[src/rtl/seg7_multi_display.sv]
// Multi-digit 7-segment driver: binary, hex or double-dabble decimal rendering of a DATA_W value.
// Optional macro SEG7_LEADING_ZERO_BLANK_EN blanks leading zero digits in hex and decimal modes.
module seg7_multi_display #(
  parameter int DATA_W     = 16,
  parameter int NUM_DIGITS = 5
) (
  input  logic                       i_clk,
  input  logic                       i_rst,
  input  logic [DATA_W-1:0]          i_data,
  input  logic [1:0]                 i_mode,
  input  logic                       i_valid,
  output logic                       o_ready,
  output logic [NUM_DIGITS-1:0][6:0] o_HEXs,
  output logic                       o_overflow
);

  localparam int BCD_DIGITS = (DATA_W * 301) / 1000 + 1;
  localparam int BCD_W      = 4 * BCD_DIGITS;
  localparam int MAXD       = (NUM_DIGITS > DATA_W) ? NUM_DIGITS : DATA_W;
  localparam int SRC_W      = 4 * MAXD;
  localparam int CNT_W      = $clog2(DATA_W + 1);

  typedef enum logic [1:0] {IDLE, CONV, LOAD} state_t;

  state_t                      state_q, state_d;
  logic [DATA_W-1:0]           data_q, data_d;
  logic [1:0]                  mode_q, mode_d;
  logic [BCD_W-1:0]            bcd_q, bcd_d, bcd_adj;
  logic [CNT_W-1:0]            cnt_q, cnt_d;
  logic [NUM_DIGITS-1:0][6:0]  hex_q, hex_d, enc_hex;
  logic                        ovf_q, ovf_d, enc_ovf;
  logic [SRC_W-1:0]            src;
  logic [3:0]                  nib [NUM_DIGITS];

  function automatic logic [6:0] glyph(input logic [3:0] v);
    case (v)
      4'h0: glyph = 7'b1000000;
      4'h1: glyph = 7'b1111001;
      4'h2: glyph = 7'b0100100;
      4'h3: glyph = 7'b0110000;
      4'h4: glyph = 7'b0011001;
      4'h5: glyph = 7'b0010010;
      4'h6: glyph = 7'b0000010;
      4'h7: glyph = 7'b1111000;
      4'h8: glyph = 7'b0000000;
      4'h9: glyph = 7'b0010000;
      4'hA: glyph = 7'b0001000;
      4'hB: glyph = 7'b0000011;
      4'hC: glyph = 7'b1000110;
      4'hD: glyph = 7'b0100001;
      4'hE: glyph = 7'b0000110;
      default: glyph = 7'b0001110;
    endcase
  endfunction

  // Handshake: a transfer happens on a rising edge where i_valid && o_ready;
  // i_data/i_mode are captured on that edge, and valid while busy is dropped.
  assign o_ready    = (state_q == IDLE);
  assign o_HEXs     = hex_q;
  assign o_overflow = ovf_q;

  always_comb begin
    bcd_adj = bcd_q;
    for (int i = 0; i < BCD_DIGITS; i++) begin
      if (bcd_q[4*i +: 4] >= 4'd5) bcd_adj[4*i +: 4] = bcd_q[4*i +: 4] + 4'd3;
    end
  end

  // Digit extraction and glyph encoding; binary uses one bit per digit.
  always_comb begin
`ifdef SEG7_LEADING_ZERO_BLANK_EN
    logic seen;
`endif
    src     = (mode_q == 2'd2) ? SRC_W'(bcd_q) : SRC_W'(data_q);
    enc_hex = '1;
    for (int k = 0; k < NUM_DIGITS; k++) begin
      nib[k] = (mode_q == 2'd0) ? {3'b000, src[k]} : src[4*k +: 4];
    end
    enc_ovf = (mode_q == 2'd0) ? |(src >> NUM_DIGITS) : |(src >> (4 * NUM_DIGITS));
`ifdef SEG7_LEADING_ZERO_BLANK_EN
    // Hidden nonzero digits above the shown ones mean nothing shown is "leading".
    seen = enc_ovf;
`endif
    for (int k = NUM_DIGITS - 1; k >= 0; k--) begin
      enc_hex[k] = glyph(nib[k]);
`ifdef SEG7_LEADING_ZERO_BLANK_EN
      if ((mode_q != 2'd0) && (k != 0) && !seen && (nib[k] == 4'd0)) enc_hex[k] = 7'h7F;
      if (nib[k] != 4'd0) seen = 1'b1;
`endif
    end
  end

  always_comb begin
    state_d = state_q;
    data_d  = data_q;
    mode_d  = mode_q;
    bcd_d   = bcd_q;
    cnt_d   = cnt_q;
    hex_d   = hex_q;
    ovf_d   = ovf_q;
    case (state_q)
      IDLE: begin
        if (i_valid) begin
          data_d  = i_data;
          mode_d  = i_mode;
          bcd_d   = '0;
          cnt_d   = '0;
          state_d = (i_mode == 2'd2) ? CONV : LOAD;
        end
      end
      CONV: begin
        // data_q doubles as the double-dabble input shifter.
        bcd_d  = {bcd_adj[BCD_W-2:0], data_q[DATA_W-1]};
        data_d = data_q << 1;
        cnt_d  = cnt_q + 1'b1;
        if (cnt_q == CNT_W'(DATA_W - 1)) state_d = LOAD;
      end
      LOAD: begin
        hex_d   = enc_hex;
        ovf_d   = enc_ovf;
        state_d = IDLE;
      end
      default: state_d = IDLE;
    endcase
  end

  always_ff @(posedge i_clk) begin
    if (i_rst) begin
      state_q <= IDLE;
      data_q  <= '0;
      mode_q  <= '0;
      bcd_q   <= '0;
      cnt_q   <= '0;
      hex_q   <= '1;
      ovf_q   <= 1'b0;
    end else begin
      state_q <= state_d;
      data_q  <= data_d;
      mode_q  <= mode_d;
      bcd_q   <= bcd_d;
      cnt_q   <= cnt_d;
      hex_q   <= hex_d;
      ovf_q   <= ovf_d;
    end
  end

endmodule

[config.mk]
export PLATFORM = sky130hd
export DESIGN_NAME = seg7_multi_display
export DESIGN_NICKNAME = d
export VERILOG_FILES = /design/src/rtl/seg7_multi_display.sv
export SDC_FILE = /design/constraint.sdc
export NUM_CORES = 1
export LEC_CHECK = 0
export CORE_MARGIN = 10
export CORE_UTILIZATION = 34
export DETAILED_ROUTE_END_ITERATION = 8
export PLACE_DENSITY = 0.57
export SYNTH_ARGS = -nofsm -noshare
export SYNTH_HDL_FRONTEND = slang
export SYNTH_SLANG_ARGS = --single-unit
export TNS_END_PERCENT = 100
[constraint.sdc]
create_clock -name i_clk -period 3.3 [get_ports i_clk]
set_input_delay 0.495 -clock i_clk [delete_from_list [all_inputs] [get_ports i_clk]]
set_output_delay 0.495 -clock i_clk [all_outputs]
set_load 0.005 [all_outputs]
==> results of run 1 <==
## critical path, delay by kind of cell, from the launching register on
kind	cells	cell delay, ns
AOI/OAI and AO/OA	1	0.04
DFF	1	0.33
adders and majority gates	1	0.28
buffers and inverters	2	0.29
muxes	1	0.56
and+or+nand+nor	3	0.80
## sequential cells by signal (all words and copies together) (netlist names)
signal      cells
bcd_q          20
data_q         16
o_overflow      1
o_HEXs         35
state_q         2
cnt_q           5
mode_q          2
## synth_stat cells (4+ instances only)
cell type,n,share of area (%)
nor2_1,91,6.5
dfxtp_1,81,31
a21oi_1,61,5.8
nand2_1,61,4.3
ha_1,42,10
clkbuf_1,35,2.5
inv_1,34,2.4
nor3_1,31,2.9
o21ai_0,31,2.9
a22oi_1,18,2.6
nor2b_1,15,1.8
nand2b_1,14,1.7
a31oi_1,12,1.4
nand3_1,12,1.1
a211oi_1,11,1.6
buf_2,11,1.0
mux2i_1,11,2.1
xnor2_1,9,1.5
o211ai_1,8,1.1
and3_1,6,0.71
o31ai_1,6,0.86
a21o_1,5,0.71
a22o_1,5,0.83
a211o_1,4,0.67
a32oi_1,4,0.67
o32a_1,4,0.76
xor2_1,4,0.67
## logic make-up after synthesis
logic type	Yosys count	share of synthesized area, %
AND/OR/NAND/NOR	242	20.8
AO/OA/AOI/OAI	202	25.3
buffers and inverters	88	7.03
flip-flops	81	30.8
adder cells (fa/ha/maj)	42	9.98
multiplexers	17	3.87
XOR/XNOR	13	2.16
## how the worst max path moves through the flow
stage / endpoint / slack (ns) / cells past startpoint / start
2_1_floorplan: o_HEXs[17] / 0.98 / 10 / mode_q[0]
3_3_place_gp: o_HEXs[0] / 0.90 / 8 / mode_q[0]
3_5_place_dp: o_HEXs[0] / 0.82 / 8 / mode_q[1]
4_1_cts: o_HEXs[0] / 0.81 / 8 / mode_q[1]
5_1_grt: o_HEXs[0] / 0.56 / 8 / mode_q[1]
6_report: o_HEXs[0] / 0.82 / 8 / mode_q[1]
## metal layers
layer	global-route usage, %	vias to the layer above
li1	-	2461
met1	17.2	2347
met2	25.0	125
met3	2.59	31
met4	7.61	0
met5	0	-
## power groups by stage
stage               logic, mW  clock network (mW)  registers [mW]
floorplan               0.295                   0            1.08
global placement        0.440                   0            1.12
detailed placement      0.444                   0            1.12
CTS                     0.447                1.20            1.09
global route            0.498                1.23            1.10
finish                  0.443                1.18            1.09
## layout make-up
class                   instances  area (um2)  share of cell area [%]
clock buffers                  12         246                    3.92
multi-input cells             516        3270                    52.1
well taps                     188         235                    3.75
repair buffers                 72         678                    10.8
clock inverters                 4        98.8                    1.57
inverters                      34         128                    2.03
flip-flops and latches         81        1620                    25.8
## through the flow
stage / setup slack [ns] / std cells / total power, mW / hold WS, ns / util [%]
floorplan: 0.980 / 685 / 1.38 / 0.453 / -
global placement: 0.901 / 891 / 1.56 / 0.450 / 39.0
detailed placement: 0.819 / 891 / 1.56 / 0.460 / 39.0
CTS: 0.814 / 907 / 2.74 / 0.479 / 41.3
global route: 0.564 / 907 / 2.83 / 0.481 / 41.3
finish: 0.820 / 907 / 2.71 / 0.474 / 41.3
==> results.ini, run 1 <==
[synthesis]
async_flop_share_pct = 0
ys_seq_elements = 81
ys.flop_type = dfxtp_1
synth.net_count = 748
synthCells = 685
syn_area_per_cell_um2 = 7.69
yosysSeqAreaShare_pct = 30.8
ys_warn_count = 0
synthesis.area_um2 = 5270
synth_cell_types = 60
synth_edf_count = 0

[critical_path]
slowest_delay_ns = 0.56
arrival_ns = 2.66
rr_endpoint = o_HEXs[0]
cp_cell_sequence = buf_4 > nor2b_4 > mux2i_1 > inv_1 > ha_1 > nor3_1 > and3_1 > a211oi_1
r2r_cells = 8
worstReg2RegStart = mode_q[1]
crit_type = flip-flop to flip-flop
cp_slowest_cell = mux2i_1
worst_ep_required_time_ns = 3.48
cp-start-kind = flip-flop
crit_fanout = 18
cp-end-kind = flip-flop
reg2reg_slack_ns = 0.82

[routing]
wl_met3_um = 698
highest_layer = met4
ant_nets = 0
wirelength_um = 15000
met2WireLength_um = 7370
wl_met1_um = 6420
wl_per_cell_um = 16.5
drc = 0
num_vias = 4964
dr.first_iter.drc_count = 378
first_pass_iters = 6
via_per_inst = 5.47

[grt]
grt_pass1_wl_um = 24600
grt_pass1_vias = 4781
grt_max_degree = 45
grtUsageTotal_pct = 14.7
antenna_found_initial = 0
grt_overflow = 0

[cts]
cts_hold_buf = 0
ctsLongestPathBuffers = 2
cts_resized = 0
clock_sinks = 81
clkLatencyLatePin_ns = 0.35
cts_tree = yes
htreeDepth = 3
cts.reportedPaths.clkPinSlew_ns = 0.06
post_cts_buffers = 0
cts_made_buffers = 9
cts-root-buf = clkbuf_16

[pwr]
peakVddDrop_mv = 0.244
p_leak_nw = 2.43
clkPwrFrac_pct = 43.3
switchingPower_mw = 0.718
intPower_mw = 2.00
swShare_pct = 26.5
seq_power_share_pct = 40.3
p_comb_share_pct = 16.3
power_density_nw_per_um2 = 432

[final_layout]
drive_gt1_share_pct = 6.26
final_common_cell = nor2_1
fin_area_um2 = 6280
diodes = 0
fillers = 1501
final_cell_mix = nor2_1 (91), dfxtp_1 (81), a21oi_1 (61), nand2_1 (61), clkdlybuf4s50_1 (56)
syn2layout_area_growth_pct = 19.3
fin_nets = 777

[floorplanning]
die_h_um = 144
fp.dieArea_um2 = 20900
die_w_um = 144
io-pin-count = 58
core_um2 = 15200
rows = 45
floorplan.initialDensity_pct = 34.6

[flow_run]
drv_cap = 0

[sta]
final_max_slew_viol_count = 0
hold_viol = 0
fin_tns_setup_ns = 0
worst_slew_pin_slew_ns = 1.02
fin_crit_sh_pct = 75.2
finalSetupViolations = 0
period_needed_ns = 2.48
fmax_mhz = 403
rsz0062_at_grt = no
maxSlewHeadroom_pct = 31.7
fin_worst_skew_ns = 0.00983

[min_path]
hp-start = o_HEXs[20]
min_to = o_HEXs[20]
hp-class = flip-flop to flip-flop
whs_path_depth = 1

[place]
placed_cell_area_um2 = 5940
numPortBuffers = 57
hpwl_um = 10900
gp_congestion = 0.886

[outcome]
outcome = finished clean

Note: power is estimated with default switching activity, not from simulation.
==> run 2: changes to the inputs <==
clock period = 2.3 ns   (was 3.3 ns; I/O delays follow)
==> run 2 against run 1 <==
Net effect: non-clock buffer count is 23 higher; final area is 1.9% higher; sequential power is 43% higher; sequential share of layout area is 0.46 points lower.
==> results.ini, run 2 (synthesis results as in run 1) <==
[final_layout]
fin_util_pct = 42.1  ; +0.79 points
largest_reg_flops = 35  ; unchanged
diodes = 0  ; unchanged
fillers = 1524  ; +1.5%
fin_nets = 800  ; +3.0%
finalNonFillerCells = 928  ; +2.3%
final_common_cell = nor2_1
seq_area_um2 = 1620  ; about the same
multi_input_area_um2 = 3280  ; +0.27%
drive_gt1_share_pct = 9.59  ; +3.3 points
final_cell_mix = nor2_1 (90), dfxtp_1 (80), a21oi_1 (61), nand2_1 (61), clkdlybuf4s50_1 (56)
syn2layout_area_growth_pct = 21.6

[flow_run]
drv_cap = 0  ; unchanged

[floorplanning]
floorplan.initialDensity_pct = 34.6  ; unchanged
fp.dieArea_um2 = 20900  ; unchanged
rows = 45  ; unchanged
die_h_um = 144  ; unchanged
die_w_um = 144  ; unchanged
io-pin-count = 58  ; unchanged
core_um2 = 15200  ; unchanged

[pwr]
peakVddDrop_mv = 0.351  ; +44%
clkPwrFrac_pct = 37.8  ; -5.5 points
swShare_pct = 29.2  ; +2.7 points
p_leak_nw = 2.51  ; +3.5%
p_comb_share_pct = 19.4  ; +3.1 points
intPower_mw = 2.58  ; +29%
switchingPower_mw = 1.07  ; +48%
seq_power_share_pct = 42.8  ; +2.5 points
power_density_nw_per_um2 = 570  ; +32%

[critical_path]
arrival_ns = 2.44  ; -0.22 ns
crit_type = flip-flop to flip-flop
crit_family = multiplexers
cp-end-kind = flip-flop
cp_common_cell = nand2_1
cp_cell_sequence = buf_12 > nor2b_4 > a21boi_1 > inv_1 > ha_1 > mux4_2 > nand2_1 > nand2_1
worst_ep_required_time_ns = 2.55  ; -0.93 ns
cp_slowest_cell = mux4_2
crit_buf_inv = 2  ; unchanged
slowest_delay_ns = 0.48  ; -0.08 ns
cp-start-kind = flip-flop
crit_fanout = 37  ; +19

[sta]
worst_slew_pin_slew_ns = 0.856  ; -0.164 ns
finalSetupViolations = 0  ; unchanged
worst_slack_ns = 0.104  ; -0.716 ns
fin_worst_skew_ns = 0.00799  ; -0.00185 ns
maxSlewHeadroom_pct = 42.9  ; +11 points
hold_viol = 0  ; unchanged
fin_tns_setup_ns = 0  ; unchanged
final_max_slew_viol_count = 0  ; unchanged
fmax_mhz = 455  ; +13%
period_needed_ns = 2.20  ; -0.284 ns
worst_hold_slack_ns = 0.460  ; -0.0145 ns
fin_crit_sh_pct = 95.5  ; +20 points
rsz0062_at_grt = no

[cts]
cts_made_buffers = 9  ; unchanged
clock_sinks = 81  ; unchanged
cts-root-buf = clkbuf_16
cts.reportedPaths.clkPinSlew_ns = 0.07  ; about the same
clkLatencyLatePin_ns = 0.35  ; about the same
cts_hold_buf = 0  ; unchanged
htreeDepth = 3  ; unchanged
post_cts_buffers = 0  ; unchanged
cts_tree = yes
ctsLongestPathBuffers = 2  ; unchanged

[routing]
wirelength_um = 15900  ; +6.4%
drc = 0  ; unchanged
via_per_inst = 5.47  ; about the same
first_pass_iters = 5  ; -1
dr.first_iter.drc_count = 436  ; +15%
num_vias = 5074  ; +2.2%
wl_per_cell_um = 17.2  ; +4.0%
ant_nets = 0  ; unchanged

[grt]
grt_max_degree = 49  ; +8.9%
antenna_found_initial = 0  ; unchanged
grt_pass1_vias = 4806  ; +0.52%
grt_overflow = 0  ; unchanged
grtUsageTotal_pct = 15.6  ; +0.95 points
grt_pass1_wl_um = 25800  ; +5.0%

[min_path]
hp-class = flip-flop to flip-flop

[place]
dp.cells = 914  ; +2.6%
hpwl_um = 11500  ; +5.6%
preCtsSetupSlack_ns = -0.0591  ; -0.878 ns
gp_congestion = 0.904  ; +2.0%
numPortBuffers = 57  ; unchanged

[outcome]
outcome = finished clean

==> run 2: cell type report <==
cell class | instances | share of cell area (%)
well taps | 188 | 3.67
multi-input cells | 516 | 51.3
repair buffers | 95 | 13.5
inverters | 34 | 1.99
clock inverters | 3 | 0.274
flip-flops and latches | 81 | 25.4
clock buffers | 11 | 3.95
==> run 2: path summary, 6_finish.rpt <==
path,from,to,slack [ns],depth (start not counted)
max,mode_q[0],o_HEXs[17],0.10,8
min,o_HEXs[30],o_HEXs[30],0.46,1
max reg2reg,mode_q[0],o_HEXs[17],0.10,8
min reg2reg,o_HEXs[30],o_HEXs[30],0.46,1
==> run 2: through the flow <==
stage                     power (mW)  cell area, um2
after global routing            3.81            6400
after floorplan                 1.98            5270
after detailed placement        2.29            6120
after CTS                       3.67            6390
final                           3.65            6400
after global placement          2.28            6120
==> run 2: timing repair <==
action | in CTS | in global routing
cloned | 0 | 0
resized for setup | 2 | 3
endpoints found under the setup margin | 2 | 4
==> run 2: per-layer routing <==
metal,GRT usage [%],up-vias,wire [um]
li1,-,2510,-
met1,19.4,2414,7130
met2,26.6,129,7930
met3,2.33,21,587
met4,5.96,0,309
met5,0,-,0
==> run 2: power groups by stage <==
| stage | Clock (mW) | Combinational (mW) | Sequential, mW |
|---|---|---|---|
| 5_1_grt | 1.46 | 0.783 | 1.57 |
| 3_5_place_dp | 0 | 0.701 | 1.59 |
| 3_3_place_gp | 0 | 0.696 | 1.59 |
| 6_report | 1.38 | 0.708 | 1.56 |
| 4_1_cts | 1.41 | 0.706 | 1.56 |
| 2_1_floorplan | 0 | 0.423 | 1.56 |
==> run 2: worst register-to-register path: cells and delay by family, from the launching register on <==
family | cells | cell delay (ns)
adder cells (fa/ha/maj) | 1 | 0.28
AO/OA/AOI/OAI | 1 | 0.35
buffers and inverters | 2 | 0.37
multiplexers | 1 | 0.48
flip-flops | 1 | 0.37
AND/OR/NAND/NOR | 3 | 0.24
==> run 3: changes to the inputs <==
DONT_BUFFER_PORTS = 1   (was default)
PLACE_DENSITY = 0.52   (was 0.57)
==> run 3 against run 2 <==
Net effect: register-to-register slack gained 0.07 ns; clock power grew 9%; via count shrank 3.2%; highest routed layer unchanged; critical endpoint is now o_HEXs[28]; count of clock-buffer cells in the layout shrank 1.
==> results.ini, run 3 (synthesis results as in run 1) <==
[cts]
htreeDepth = 3  ; unchanged
cts_made_buffers = 9  ; unchanged
cts-root-buf = clkbuf_16
cts_hold_buf = 0  ; unchanged
cts_tree = yes
clkLatencyLatePin_ns = 0.36  ; about the same
cts.reportedPaths.clkPinSlew_ns = 0.07  ; about the same
ctsLongestPathBuffers = 2  ; unchanged
clock_sinks = 81  ; unchanged

[floorplanning]
die_h_um = 144  ; unchanged
floorplan.initialDensity_pct = 34.6  ; unchanged
rows = 45  ; unchanged
die_w_um = 144  ; unchanged
core_um2 = 15200  ; unchanged
io-pin-count = 58  ; unchanged
fp.dieArea_um2 = 20900  ; unchanged

[critical_path]
crit_type = flip-flop to flip-flop
crit_family = compound AO/OA/AOI/OAI gates
arrival_ns = 2.37  ; -0.07 ns
worst_ep_required_time_ns = 2.54  ; about the same
cp-start-kind = flip-flop
cp_cell_sequence = buf_12 > nor2b_4 > nand2_1 > ha_1 > nor2b_1 > a311oi_1 > a31oi_1 > a211oi_1 > o21bai_1
crit_buf_inv = 1  ; -1
slowest_delay_ns = 0.34  ; -0.14 ns
cp-end-kind = flip-flop
crit_fanout = 40  ; +8.1%
cp_slowest_cell = dfxtp_1

[routing]
first_pass_iters = 5  ; unchanged
wl_per_cell_um = 18.4  ; +7.1%
num_vias = 4911  ; -3.2%
via_per_inst = 5.65  ; +3.4%
drc = 0  ; unchanged
wirelength_um = 16000  ; +0.26%
dr.first_iter.drc_count = 308  ; -29%
ant_nets = 0  ; unchanged

[place]
hpwl_um = 11300  ; -1.0%
gp_congestion = 0.888  ; -1.7%
numPortBuffers = 0  ; -100%
placed_cell_area_um2 = 5520  ; -9.9%
preCtsSetupSlack_ns = -0.0146  ; +0.0445 ns

[final_layout]
final_cell_mix = nor2_1 (90), dfxtp_1 (80), a21oi_1 (61), nand2_1 (61), ha_1 (42)
diodes = 0  ; unchanged
fin_nets = 739  ; -7.6%
largest_reg_flops = 35  ; unchanged
final_common_cell = nor2_1
fillers = 1581  ; +3.7%
fin_util_pct = 38.5  ; -3.6 points
fin_area_um2 = 5850  ; -8.6%
seq_area_um2 = 1620  ; unchanged
syn2layout_area_growth_pct = 11.1
multi_input_area_um2 = 3290  ; +0.27%
drive_gt1_share_pct = 10.3  ; +0.68 points

[sta]
fin_crit_sh_pct = 92.6  ; -2.9 points
worst_slew_pin_slew_ns = 0.819  ; -0.0377 ns
fmax_mhz = 470  ; +3.2%
finalSetupViolations = 0  ; unchanged
period_needed_ns = 2.13  ; -0.0673 ns
fin_worst_skew_ns = 0.00740  ; -0.000583 ns
hold_viol = 0  ; unchanged
worst_hold_slack_ns = 0.0760  ; -0.384 ns
maxSlewHeadroom_pct = 45.4  ; +2.5 points
final_max_slew_viol_count = 0  ; unchanged
worst_slack_ns = 0.171  ; +0.0673 ns
rsz0062_at_grt = yes

[grt]
grt_pass1_vias = 4816  ; +0.21%
grt_pass1_wl_um = 25400  ; -1.5%
grtUsageTotal_pct = 15.5  ; -0.14 points
grt_overflow = 0  ; unchanged
antenna_found_initial = 0  ; unchanged
grt_max_degree = 70  ; +43%

[pwr]
p_leak_nw = 2.28  ; -9.4%
power_density_nw_per_um2 = 618  ; +8.5%
finalPower_mw = 3.62  ; -0.85%
peakVddDrop_mv = 0.380  ; +8.2%

[flow_run]
drv_cap = 0  ; unchanged

[outcome]
outcome = finished clean

[min_path]
hp-class = primary input to flip-flop

[run 3: per-stage QoR]
| stage | TNS, ns | std cells |
|---|---|---|
| 2_1_floorplan | 0 | 685 |
| 3_3_place_gp | -0.00313 | 852 |
| 3_5_place_dp | -0.0146 | 852 |
| 4_1_cts | 0 | 868 |
| 5_1_grt | -0.0124 | 869 |
| 6_report | 0 | 869 |
[run 3: layer usage]
| layer | wire [um] | track usage, % | share of wire (%) | up-vias |
|---|---|---|---|---|
| met4 | 610 | 8.99 | 3.8 | 0 |
| li1 | - | - | - | 2395 |
| met5 | 0 | 0 | 0 | - |
| met2 | 7670 | 25.5 | 48 | 138 |
| met1 | 6820 | 18.4 | 43 | 2345 |
| met3 | 889 | 2.98 | 5.6 | 33 |
[run 3: final timing paths]
path | start | end | slack, ns | cells past startpoint
worst max register to register | mode_q[0] | o_HEXs[28] | 0.17 | 9
worst min-delay path | i_rst | bcd_q[15] | 0.08 | 1
worst max-delay path | mode_q[0] | o_HEXs[28] | 0.17 | 9
worst min register to register | cnt_q[4] | cnt_q[4] | 0.49 | 2
[run 3: final cells by class]
class / count / area share, %
multi-input cells: 516 / 56.3
inverters: 34 / 2.18
flip-flops and latches: 81 / 27.7
repair buffers: 34 / 4.58
well taps: 188 / 4.02
clock inverters: 6 / 1.11
clock buffers: 10 / 4.09
[run 3: report_power, final]
part	internal, mW	switching (mW)	total, mW
Combinational	0.223	0.324	0.548
Clock	0.872	0.624	1.50
Sequential	1.48	0.0945	1.57
Total	2.57	1.04	3.62
[run 3: timing repair]
| action | 4_1_cts | 5_1_grt |
|---|---|---|
| gates resized for setup | 1 | 5 |
| buffers inserted | 0 | 1 |
| endpoints found under the setup margin | 1 | 9 |
